## config.mk

```make
export PLATFORM = sky130hd
export DESIGN_NAME = bmp_pixel_loader
export DESIGN_NICKNAME = d
export VERILOG_FILES = /design/src/rtl/bmp_pixel_loader.sv
export SDC_FILE = /design/constraint.sdc
export NUM_CORES = 1
export LEC_CHECK = 0
export CELL_PAD_IN_SITES_DETAIL_PLACEMENT = 0
export CELL_PAD_IN_SITES_GLOBAL_PLACEMENT = 1
export CORE_MARGIN = 2
export CORE_UTILIZATION = 25
export CTS_CLUSTER_DIAMETER = 150
export DETAILED_ROUTE_END_ITERATION = 6
export GPL_TIMING_DRIVEN = 0
export HOLD_SLACK_MARGIN = 0.08
export PLACE_DENSITY = 0.56
export SYNTH_ARGS = -nofsm -noshare
export SYNTH_HDL_FRONTEND = slang
export SYNTH_SLANG_ARGS = --single-unit
```

## constraint.sdc

```tcl
create_clock -name clk_sys -period 4.9 [get_ports clk_sys]
set_input_delay 0.735 -clock clk_sys [delete_from_list [all_inputs] [get_ports clk_sys]]
set_output_delay 0.735 -clock clk_sys [all_outputs]
set_load 0.005 [all_outputs]
```

## src/rtl/bmp_pixel_loader.sv

```systemverilog
// bmp_pixel_loader
//   Parses a 24bpp BMP arriving on the data_io ioctl byte stream and writes
//   each pixel as a {8'h00,R,G,B} word to SDRAM port 1 at row*LINE_WORDS+x.
//   Row padding is dropped. Pixels queue in a small FIFO and leave over a
//   toggle req/ack link.
// Ports:
//   clk_sys, reset_n           clock, async active-low reset
//   ioctl_download/wr/addr/dout byte stream from data_io
//   mem_req/mem_ack            toggle handshake (idle when equal)
//   mem_addr/mem_d             word address / pixel word, held while busy
//   busy, bmp_loaded, bmp_error load status
//   img_width, img_height      header dimensions (low 16 bits)
module bmp_pixel_loader #(
  parameter int LINE_WORDS = 512,
  parameter int MAX_ROWS   = 1024,
  parameter int FIFO_DEPTH = 4
) (
  input  logic        clk_sys,
  input  logic        reset_n,
  input  logic        ioctl_download,
  input  logic        ioctl_wr,
  input  logic [24:0] ioctl_addr,
  input  logic [7:0]  ioctl_dout,
  output logic        mem_req,
  input  logic        mem_ack,
  output logic [21:0] mem_addr,
  output logic [31:0] mem_d,
  output logic        busy,
  output logic        bmp_loaded,
  output logic        bmp_error,
  output logic [15:0] img_width,
  output logic [15:0] img_height
);
  localparam int PW = $clog2(FIFO_DEPTH);
  localparam int EW = 54;  // {addr[21:0], data[31:0]}

  typedef enum logic [2:0] {
    S_IDLE, S_HEADER, S_PIXELS, S_DRAIN, S_DONE, S_ERROR
  } state_t;

  state_t state_q, state_d;

  logic        wr_q, dl_q;
  logic        byte_stb, dl_rise, dl_fall, restart;
  logic        hdr_byte, hdr_last, hdr_bad, pay_byte;

  logic [23:0] off_q, off_d;
  logic [31:0] width_q, width_d;
  logic [15:0] height_q, height_d;
  logic [7:0]  bpp_lo_q, bpp_lo_d;
  logic [31:0] x_q, x_d, row_q, row_d;
  logic [1:0]  phase_q, phase_d;   // 0:B 1:G 2:R within a pixel
  logic [1:0]  bmod_q, bmod_d;     // bytes into current row, mod 4
  logic [7:0]  b_q, b_d, g_q, g_d;
  logic        error_q, error_d;

  logic [FIFO_DEPTH-1:0][EW-1:0] fifo_q, fifo_d;
  logic [PW:0] wptr_q, wptr_d, rptr_q, rptr_d;
  logic        fifo_empty, fifo_full, push, push_ok, pop, link_idle;
  logic [21:0] lin_addr;

  logic        mem_req_q, mem_req_d;
  logic [21:0] mem_addr_q, mem_addr_d;
  logic [31:0] mem_d_q, mem_d_d;

  // ioctl_wr may stay high for several cycles; only its rising edge counts
  assign byte_stb = ioctl_download & ioctl_wr & ~wr_q;
  assign dl_rise  = ioctl_download & ~dl_q;
  assign dl_fall  = ~ioctl_download & dl_q;
  assign restart  = dl_rise & ((state_q == S_IDLE) | (state_q == S_DONE) |
                               (state_q == S_ERROR));

  assign hdr_byte = byte_stb & (state_q == S_HEADER);
  assign hdr_last = hdr_byte & (ioctl_addr == 25'd29);
  // width and offset are complete by byte 29; bpp high byte is on the bus now
  assign hdr_bad  = ({ioctl_dout, bpp_lo_q} != 16'd24) | (width_q == 32'd0) |
                    (off_q < 24'd30);
  assign pay_byte = byte_stb & (state_q == S_PIXELS) &
                    (ioctl_addr >= {1'b0, off_q});

  assign push     = pay_byte & (phase_q == 2'd2) & (x_q < width_q) &
                    (x_q < 32'(LINE_WORDS)) & (row_q < 32'(MAX_ROWS));
  assign lin_addr = 22'(row_q * 32'(LINE_WORDS) + x_q);

  assign fifo_empty = (wptr_q == rptr_q);
  assign fifo_full  = (wptr_q[PW] != rptr_q[PW]) &
                      (wptr_q[PW-1:0] == rptr_q[PW-1:0]);
  assign link_idle  = (mem_req_q == mem_ack);
  // a restart flushes the FIFO, so nothing is popped on that edge
  assign pop        = link_idle & ~fifo_empty & ~restart;
  assign push_ok    = push & (~fifo_full | pop);

  // ---------------- state register ----------------
  always_ff @(posedge clk_sys or negedge reset_n) begin
    if (!reset_n) state_q <= S_IDLE;
    else          state_q <= state_d;
  end

  // ---------------- next state ----------------
  always_comb begin
    state_d = state_q;
    case (state_q)
      S_IDLE, S_DONE: if (dl_rise) state_d = S_HEADER;
      S_ERROR: begin
        if (dl_rise)      state_d = S_HEADER;
        else if (dl_fall) state_d = S_IDLE;
      end
      S_HEADER: begin
        if (dl_fall)       state_d = S_ERROR;
        else if (hdr_last) state_d = hdr_bad ? S_ERROR : S_PIXELS;
      end
      S_PIXELS: if (dl_fall) state_d = S_DRAIN;
      S_DRAIN:  if (fifo_empty && link_idle) state_d = S_DONE;
      default:  state_d = S_IDLE;
    endcase
  end

  // ---------------- state outputs ----------------
  always_comb begin
    busy       = 1'b0;
    bmp_loaded = 1'b0;
    case (state_q)
      S_HEADER, S_PIXELS, S_DRAIN: busy = 1'b1;
      S_DONE:                      bmp_loaded = ~error_q;
      default: ;
    endcase
  end

  // ---------------- header, pixel unpacking, error ----------------
  always_comb begin
    off_d    = off_q;
    width_d  = width_q;
    height_d = height_q;
    bpp_lo_d = bpp_lo_q;
    x_d      = x_q;
    row_d    = row_q;
    phase_d  = phase_q;
    bmod_d   = bmod_q;
    b_d      = b_q;
    g_d      = g_q;
    error_d  = error_q;

    if (restart) begin
      error_d = 1'b0;
      x_d     = '0;
      row_d   = '0;
      phase_d = '0;
      bmod_d  = '0;
    end

    if (hdr_byte) begin
      case (ioctl_addr)
        25'd10: off_d[7:0]      = ioctl_dout;
        25'd11: off_d[15:8]     = ioctl_dout;
        25'd12: off_d[23:16]    = ioctl_dout;
        25'd18: width_d[7:0]    = ioctl_dout;
        25'd19: width_d[15:8]   = ioctl_dout;
        25'd20: width_d[23:16]  = ioctl_dout;
        25'd21: width_d[31:24]  = ioctl_dout;
        25'd22: height_d[7:0]   = ioctl_dout;
        25'd23: height_d[15:8]  = ioctl_dout;
        25'd28: bpp_lo_d        = ioctl_dout;
        default: ;
      endcase
    end

    if ((hdr_last && hdr_bad) || (state_q == S_HEADER && dl_fall))
      error_d = 1'b1;

    if (pay_byte) begin
      bmod_d = bmod_q + 2'd1;
      if (x_q < width_q) begin
        case (phase_q)
          2'd0:    begin b_d = ioctl_dout; phase_d = 2'd1; end
          2'd1:    begin g_d = ioctl_dout; phase_d = 2'd2; end
          default: begin
            phase_d = 2'd0;
            x_d     = x_q + 32'd1;
            // last pixel already ends on a 4-byte boundary: no padding
            if ((x_q + 32'd1 == width_q) && (bmod_q == 2'd3)) begin
              x_d   = '0;
              row_d = row_q + 32'd1;
            end
          end
        endcase
      end else if (bmod_q == 2'd3) begin
        // last padding byte of the row
        x_d   = '0;
        row_d = row_q + 32'd1;
      end
    end

    if (push && fifo_full && !pop) error_d = 1'b1;
  end

  // ---------------- FIFO and request link ----------------
  always_comb begin
    fifo_d     = fifo_q;
    wptr_d     = wptr_q;
    rptr_d     = rptr_q;
    mem_req_d  = mem_req_q;
    mem_addr_d = mem_addr_q;
    mem_d_d    = mem_d_q;

    if (push_ok) begin
      fifo_d[wptr_q[PW-1:0]] = {lin_addr, 8'h00, ioctl_dout, g_q, b_q};
      wptr_d = wptr_q + (PW+1)'(1);
    end
    if (pop) begin
      {mem_addr_d, mem_d_d} = fifo_q[rptr_q[PW-1:0]];
      mem_req_d = ~mem_req_q;
      rptr_d    = rptr_q + (PW+1)'(1);
    end
    if (restart) begin
      wptr_d = '0;
      rptr_d = '0;
    end
  end

  always_ff @(posedge clk_sys or negedge reset_n) begin
    if (!reset_n) begin
      wr_q       <= 1'b0;
      dl_q       <= 1'b0;
      off_q      <= '0;
      width_q    <= '0;
      height_q   <= '0;
      bpp_lo_q   <= '0;
      x_q        <= '0;
      row_q      <= '0;
      phase_q    <= '0;
      bmod_q     <= '0;
      b_q        <= '0;
      g_q        <= '0;
      error_q    <= 1'b0;
      fifo_q     <= '0;
      wptr_q     <= '0;
      rptr_q     <= '0;
      mem_req_q  <= 1'b0;
      mem_addr_q <= '0;
      mem_d_q    <= '0;
    end else begin
      wr_q       <= ioctl_wr;
      dl_q       <= ioctl_download;
      off_q      <= off_d;
      width_q    <= width_d;
      height_q   <= height_d;
      bpp_lo_q   <= bpp_lo_d;
      x_q        <= x_d;
      row_q      <= row_d;
      phase_q    <= phase_d;
      bmod_q     <= bmod_d;
      b_q        <= b_d;
      g_q        <= g_d;
      error_q    <= error_d;
      fifo_q     <= fifo_d;
      wptr_q     <= wptr_d;
      rptr_q     <= rptr_d;
      mem_req_q  <= mem_req_d;
      mem_addr_q <= mem_addr_d;
      mem_d_q    <= mem_d_d;
    end
  end

  assign mem_req    = mem_req_q;
  assign mem_addr   = mem_addr_q;
  assign mem_d      = mem_d_q;
  assign bmp_error  = error_q;
  assign img_width  = width_q[15:0];
  assign img_height = height_q;

endmodule

```

==> impl_summary.log <==
INFO  metric route.detailed.wl_per_inst = 20.7 um
INFO  metric fin_nets = 2,148
INFO  metric synth_simple_gate_area_share = 11.7%
INFO  metric slew_headroom = 30.9%
INFO  metric crit_type = in -> reg
INFO  metric drt-vias-per-instance = 4.89
INFO  metric final_hold_viol_count = 0
INFO  metric first_pass_grt_wire_length = 102 mm
INFO  metric postSynthRegisterBits = 407
INFO  metric clock_tree_from_tritoncts = yes
INFO  metric power_per_cell_area = 316 mW/mm2
INFO  metric io_buffers = 119
INFO  metric synth-compound-area-share = 7.81%
INFO  metric outcome = finished, final reports clean
INFO  metric layout_setup_ws = 82.5 ps
INFO  metric remaining_drc_errors = 0
INFO  metric area_of_the_die = 0.0890 mm2
INFO  metric synthFlopType = sky130_fd_sc_hd__dfrtp_1
INFO  metric syn_to_final_growth = 20.6%
INFO  metric post_synth_fa_ha_maj_area_fraction = 4.60%
INFO  metric avgSynthCellArea = 11.7 um2
INFO  metric clock_tree.buffer_depth = 3
INFO  metric mappedNetlistArea = 0.0216 mm2
INFO  metric max_clock_freq = 208 MHz
INFO  metric num_vias = 15.7k
INFO  metric synth.area.mux_share = 22.1%
INFO  metric timing.max_cap.violations = 0
INFO  metric post_synth_xor_area_fraction = 2.35%
INFO  metric ios = 128
INFO  metric rsz0062_at_grt = yes
INFO  metric worst_slew_pin_slew = 1030 ps
INFO  metric worstHoldPathType = in -> async
INFO  metric cts_num_sinks = 407
INFO  metric dp.final_hpwl = 48.4 mm
INFO  metric grt_antenna_before_repair = 0
INFO  metric drt_wl_total = 66.4 mm
INFO  metric dpl_worst_slack = -1110 ps
INFO  metric cp-end-kind = flip-flop
INFO  metric critical_path_required = 5360 ps
INFO  metric timing.final.crit_share = 98.3%
INFO  metric cts_inserted_buffers = 47
INFO  metric min_period = 4820 ps
INFO  metric power.leakage = 11.9 nW
INFO  metric grt_remaining_overflow = 0
INFO  metric ctsHtreeMaxLevel = 2
INFO  metric clock_root_buffer = sky130_fd_sc_hd__clkbuf_16
INFO  metric irDropWorstVdd = 0.224 mV
INFO  metric synthArstFlopShare = 100%
INFO  metric insertion_delay = 600 ps
INFO  metric global_route.usage.total = 14.8%
INFO  metric cts.reportedPaths.clkPinSlew = 60 ps
INFO  metric startpoint_type = input port
INFO  metric floorplan.core_area = 0.0855 mm2
INFO  metric finalMaxSlewViolations = 0
INFO  metric peak_fanout_along_the_critical_path = 10
INFO  metric floorplan.initialDensity = 25.3%
INFO  metric postCtsSetupBuffers = 0
INFO  metric gp_congestion = 0.861
INFO  metric netlist_instances = 1,851
INFO  metric worst_case_clock_skew = 41.6 ps
INFO  metric fin_hold_ws = 212 ps
INFO  metric drt_first_iter_violations = 976
INFO  metric fp-row-count = 107
INFO  metric final_layout_size_suffix_gt1_share = 26.3%
INFO  metric timing.final.setup_violations = 0
INFO  metric number_of_flops_mapped_to_enable_cells_by_yosys = 0
INFO  metric arrival = 5270 ps
INFO  metric synth_top_family_by_area = multiplexers
INFO  metric die_w = 298 um
INFO  metric pre_repair_dr_iteration_count = 5
INFO  metric synth.lib_cells_used.distinct = 71
INFO  metric die_h = 298 um
INFO  metric yosysWarningCount = 0
INFO  metric antenna_violating_nets_post_route = 0
INFO  metric first_global_vias = 16.4k
INFO  metric layout.filler_cells = 8,662
INFO  metric grt_max_degree = 119
INFO  metric synth-seq-area-share = 47.0%
INFO  metric power.total = 0.00825 W
-- layout by cell type, fill, tap and decap left out, types with 12 or more instances in the layout --
cell	n
sky130_fd_sc_hd__clkdlybuf4s50_1	118
sky130_fd_sc_hd__buf_4	26
sky130_fd_sc_hd__mux2_2	323
sky130_fd_sc_hd__nand4_1	42
sky130_fd_sc_hd__xor2_1	17
sky130_fd_sc_hd__nor4_1	44
sky130_fd_sc_hd__nor4b_1	14
sky130_fd_sc_hd__mux4_2	46
sky130_fd_sc_hd__o21ai_0	73
sky130_fd_sc_hd__a21oi_1	55
sky130_fd_sc_hd__dfrtp_1	407
sky130_fd_sc_hd__clkbuf_1	70
sky130_fd_sc_hd__and2_1	12
sky130_fd_sc_hd__ha_1	78
sky130_fd_sc_hd__a221o_1	12
sky130_fd_sc_hd__nor2_1	71
sky130_fd_sc_hd__clkbuf_16	47
sky130_fd_sc_hd__xnor2_1	41
sky130_fd_sc_hd__a21o_1	18
sky130_fd_sc_hd__buf_2	12
sky130_fd_sc_hd__and4_1	16
sky130_fd_sc_hd__nor3_1	29
sky130_fd_sc_hd__a31oi_1	12
sky130_fd_sc_hd__clkbuf_8	14
sky130_fd_sc_hd__and3_1	36
sky130_fd_sc_hd__nand3_1	49
sky130_fd_sc_hd__inv_1	90
sky130_fd_sc_hd__nand2_1	91
-- critical path, cell delays in order --
cell	delay, ps
sky130_fd_sc_hd__clkdlybuf4s50_1	430
sky130_fd_sc_hd__ha_1	310
sky130_fd_sc_hd__nand4b_1	170
sky130_fd_sc_hd__nor4_1	510
sky130_fd_sc_hd__o221ai_1	240
sky130_fd_sc_hd__a21boi_2	440
sky130_fd_sc_hd__or2_2	190
sky130_fd_sc_hd__clkbuf_1	350
sky130_fd_sc_hd__and4_1	360
sky130_fd_sc_hd__clkbuf_1	300
sky130_fd_sc_hd__nand2_1	390
sky130_fd_sc_hd__clkbuf_1	430
sky130_fd_sc_hd__mux2_2	380
-- layout make-up --
type | count | area, um2 | share of cell area [%]
well taps | 1144 | 1430 | 5.48
repair buffers | 124 | 1300 | 4.98
inverters | 92 | 345 | 1.32
diodes | 1 | 2.50 | 0.00958
clock inverters | 20 | 264 | 1.01
plain buffers | 124 | 624 | 2.39
clock buffers | 65 | 1380 | 5.30
multi-input cells | 1235 | 10600 | 40.5
flip-flops and latches | 407 | 10200 | 39.0
-- sequential cells by signal, indices dropped and copies added (netlist names) --
signal	count
g_q	8
off_q	24
bpp_lo_q	8
mem_d	24
width_q	32
phase_q	2
wptr_q	3
mem_addr	22
img_height	16
fifo_q	184
dl_q	1
x_q	32
state_q	3
bmod_q	2
row_q	32
wr_q	1
b_q	8
mem_req	1
bmp_error	1
rptr_q	3
-- path summary, 6_finish.rpt --
check / start / to / slack [ps] / depth (start not counted)
worst max-delay path: ioctl_addr[22] / fifo_q[206]$_DFFE_PN0P_ / 80 / 13
worst min-delay path: reset_n / mem_addr[19]$_DFFE_PN0P_ / 210 / 1
worst max register to register: x_q[18]$_DFF_PN0_ / x_q[18]$_DFF_PN0_ / 230 / 13
worst min register to register: fifo_q[130]$_DFFE_PN0P_ / fifo_q[130]$_DFFE_PN0P_ / 500 / 1
max in group asynchronous: reset_n / fifo_q[123]$_DFFE_PN0P_ / 3130 / 3
min in group clk_sys: fifo_q[130]$_DFFE_PN0P_ / fifo_q[130]$_DFFE_PN0P_ / 500 / 1
-- layer usage --
layer | global-route usage (%) | part of all wire [%] | vias to the layer above
li1 | - | - | 7171
met1 | 19.9 | 45 | 8058
met2 | 25.1 | 48 | 369
met3 | 1.66 | 3.6 | 93
met4 | 4.09 | 2.5 | 0
met5 | 0 | 0 | -
-- where the power goes --
part           total (W)  internal, W  switching (W)
Sequential       0.00343      0.00339      0.0000317
Combinational    0.00114     0.000416       0.000720
Clock            0.00369      0.00220        0.00149
-- logic make-up (layout without fill, tap and decap cells) --
logic type               Yosys count  in the layout
flip-flops                       407            407
multiplexers                     379            379
other                              1              9
adder cells (fa/ha/maj)           79             79
AO/OA/AOI/OAI                    254            254
AND/OR/NAND/NOR                  457            457
buffers and inverters            216            425
XOR/XNOR                          58             58
-- repair_timing --
| item | 4_1_cts | 5_1_grt |
|---|---|---|
| setup endpoints to repair | 185 | 195 |
| hold buffers | 0 | 0 |
| gates resized for setup | 3 | 26 |
-- cell usage after synthesis, types with 36 or more instances --
cell | n | area [um2]
sky130_fd_sc_hd__dfrtp_1 | 407 | 10200
sky130_fd_sc_hd__mux2_2 | 323 | 3640
sky130_fd_sc_hd__nand2_1 | 92 | 345
sky130_fd_sc_hd__inv_1 | 90 | 338
sky130_fd_sc_hd__ha_1 | 78 | 976
sky130_fd_sc_hd__clkbuf_1 | 76 | 285
sky130_fd_sc_hd__o21ai_0 | 73 | 365
sky130_fd_sc_hd__nor2_1 | 71 | 267
sky130_fd_sc_hd__a21oi_1 | 55 | 275
sky130_fd_sc_hd__nand3_1 | 49 | 245
sky130_fd_sc_hd__nor4_1 | 47 | 294
sky130_fd_sc_hd__mux4_2 | 46 | 1040
sky130_fd_sc_hd__nand4_1 | 42 | 263
sky130_fd_sc_hd__xnor2_1 | 41 | 359
sky130_fd_sc_hd__and3_1 | 36 | 225
-- metrics by stage --
step	cell area (um2)	cells	util, %	setup TNS [ps]
final	26100	3212	30.5	0
after global routing	26100	3211	30.5	-3610
after CTS	26100	3211	30.5	0
after detailed placement	24400	3126	28.5	-208800
after global placement	24300	3121	28.4	-6331320
after floorplan	21700	1858	-	0
No activity file was read; power rests on OpenSTA's default activity.
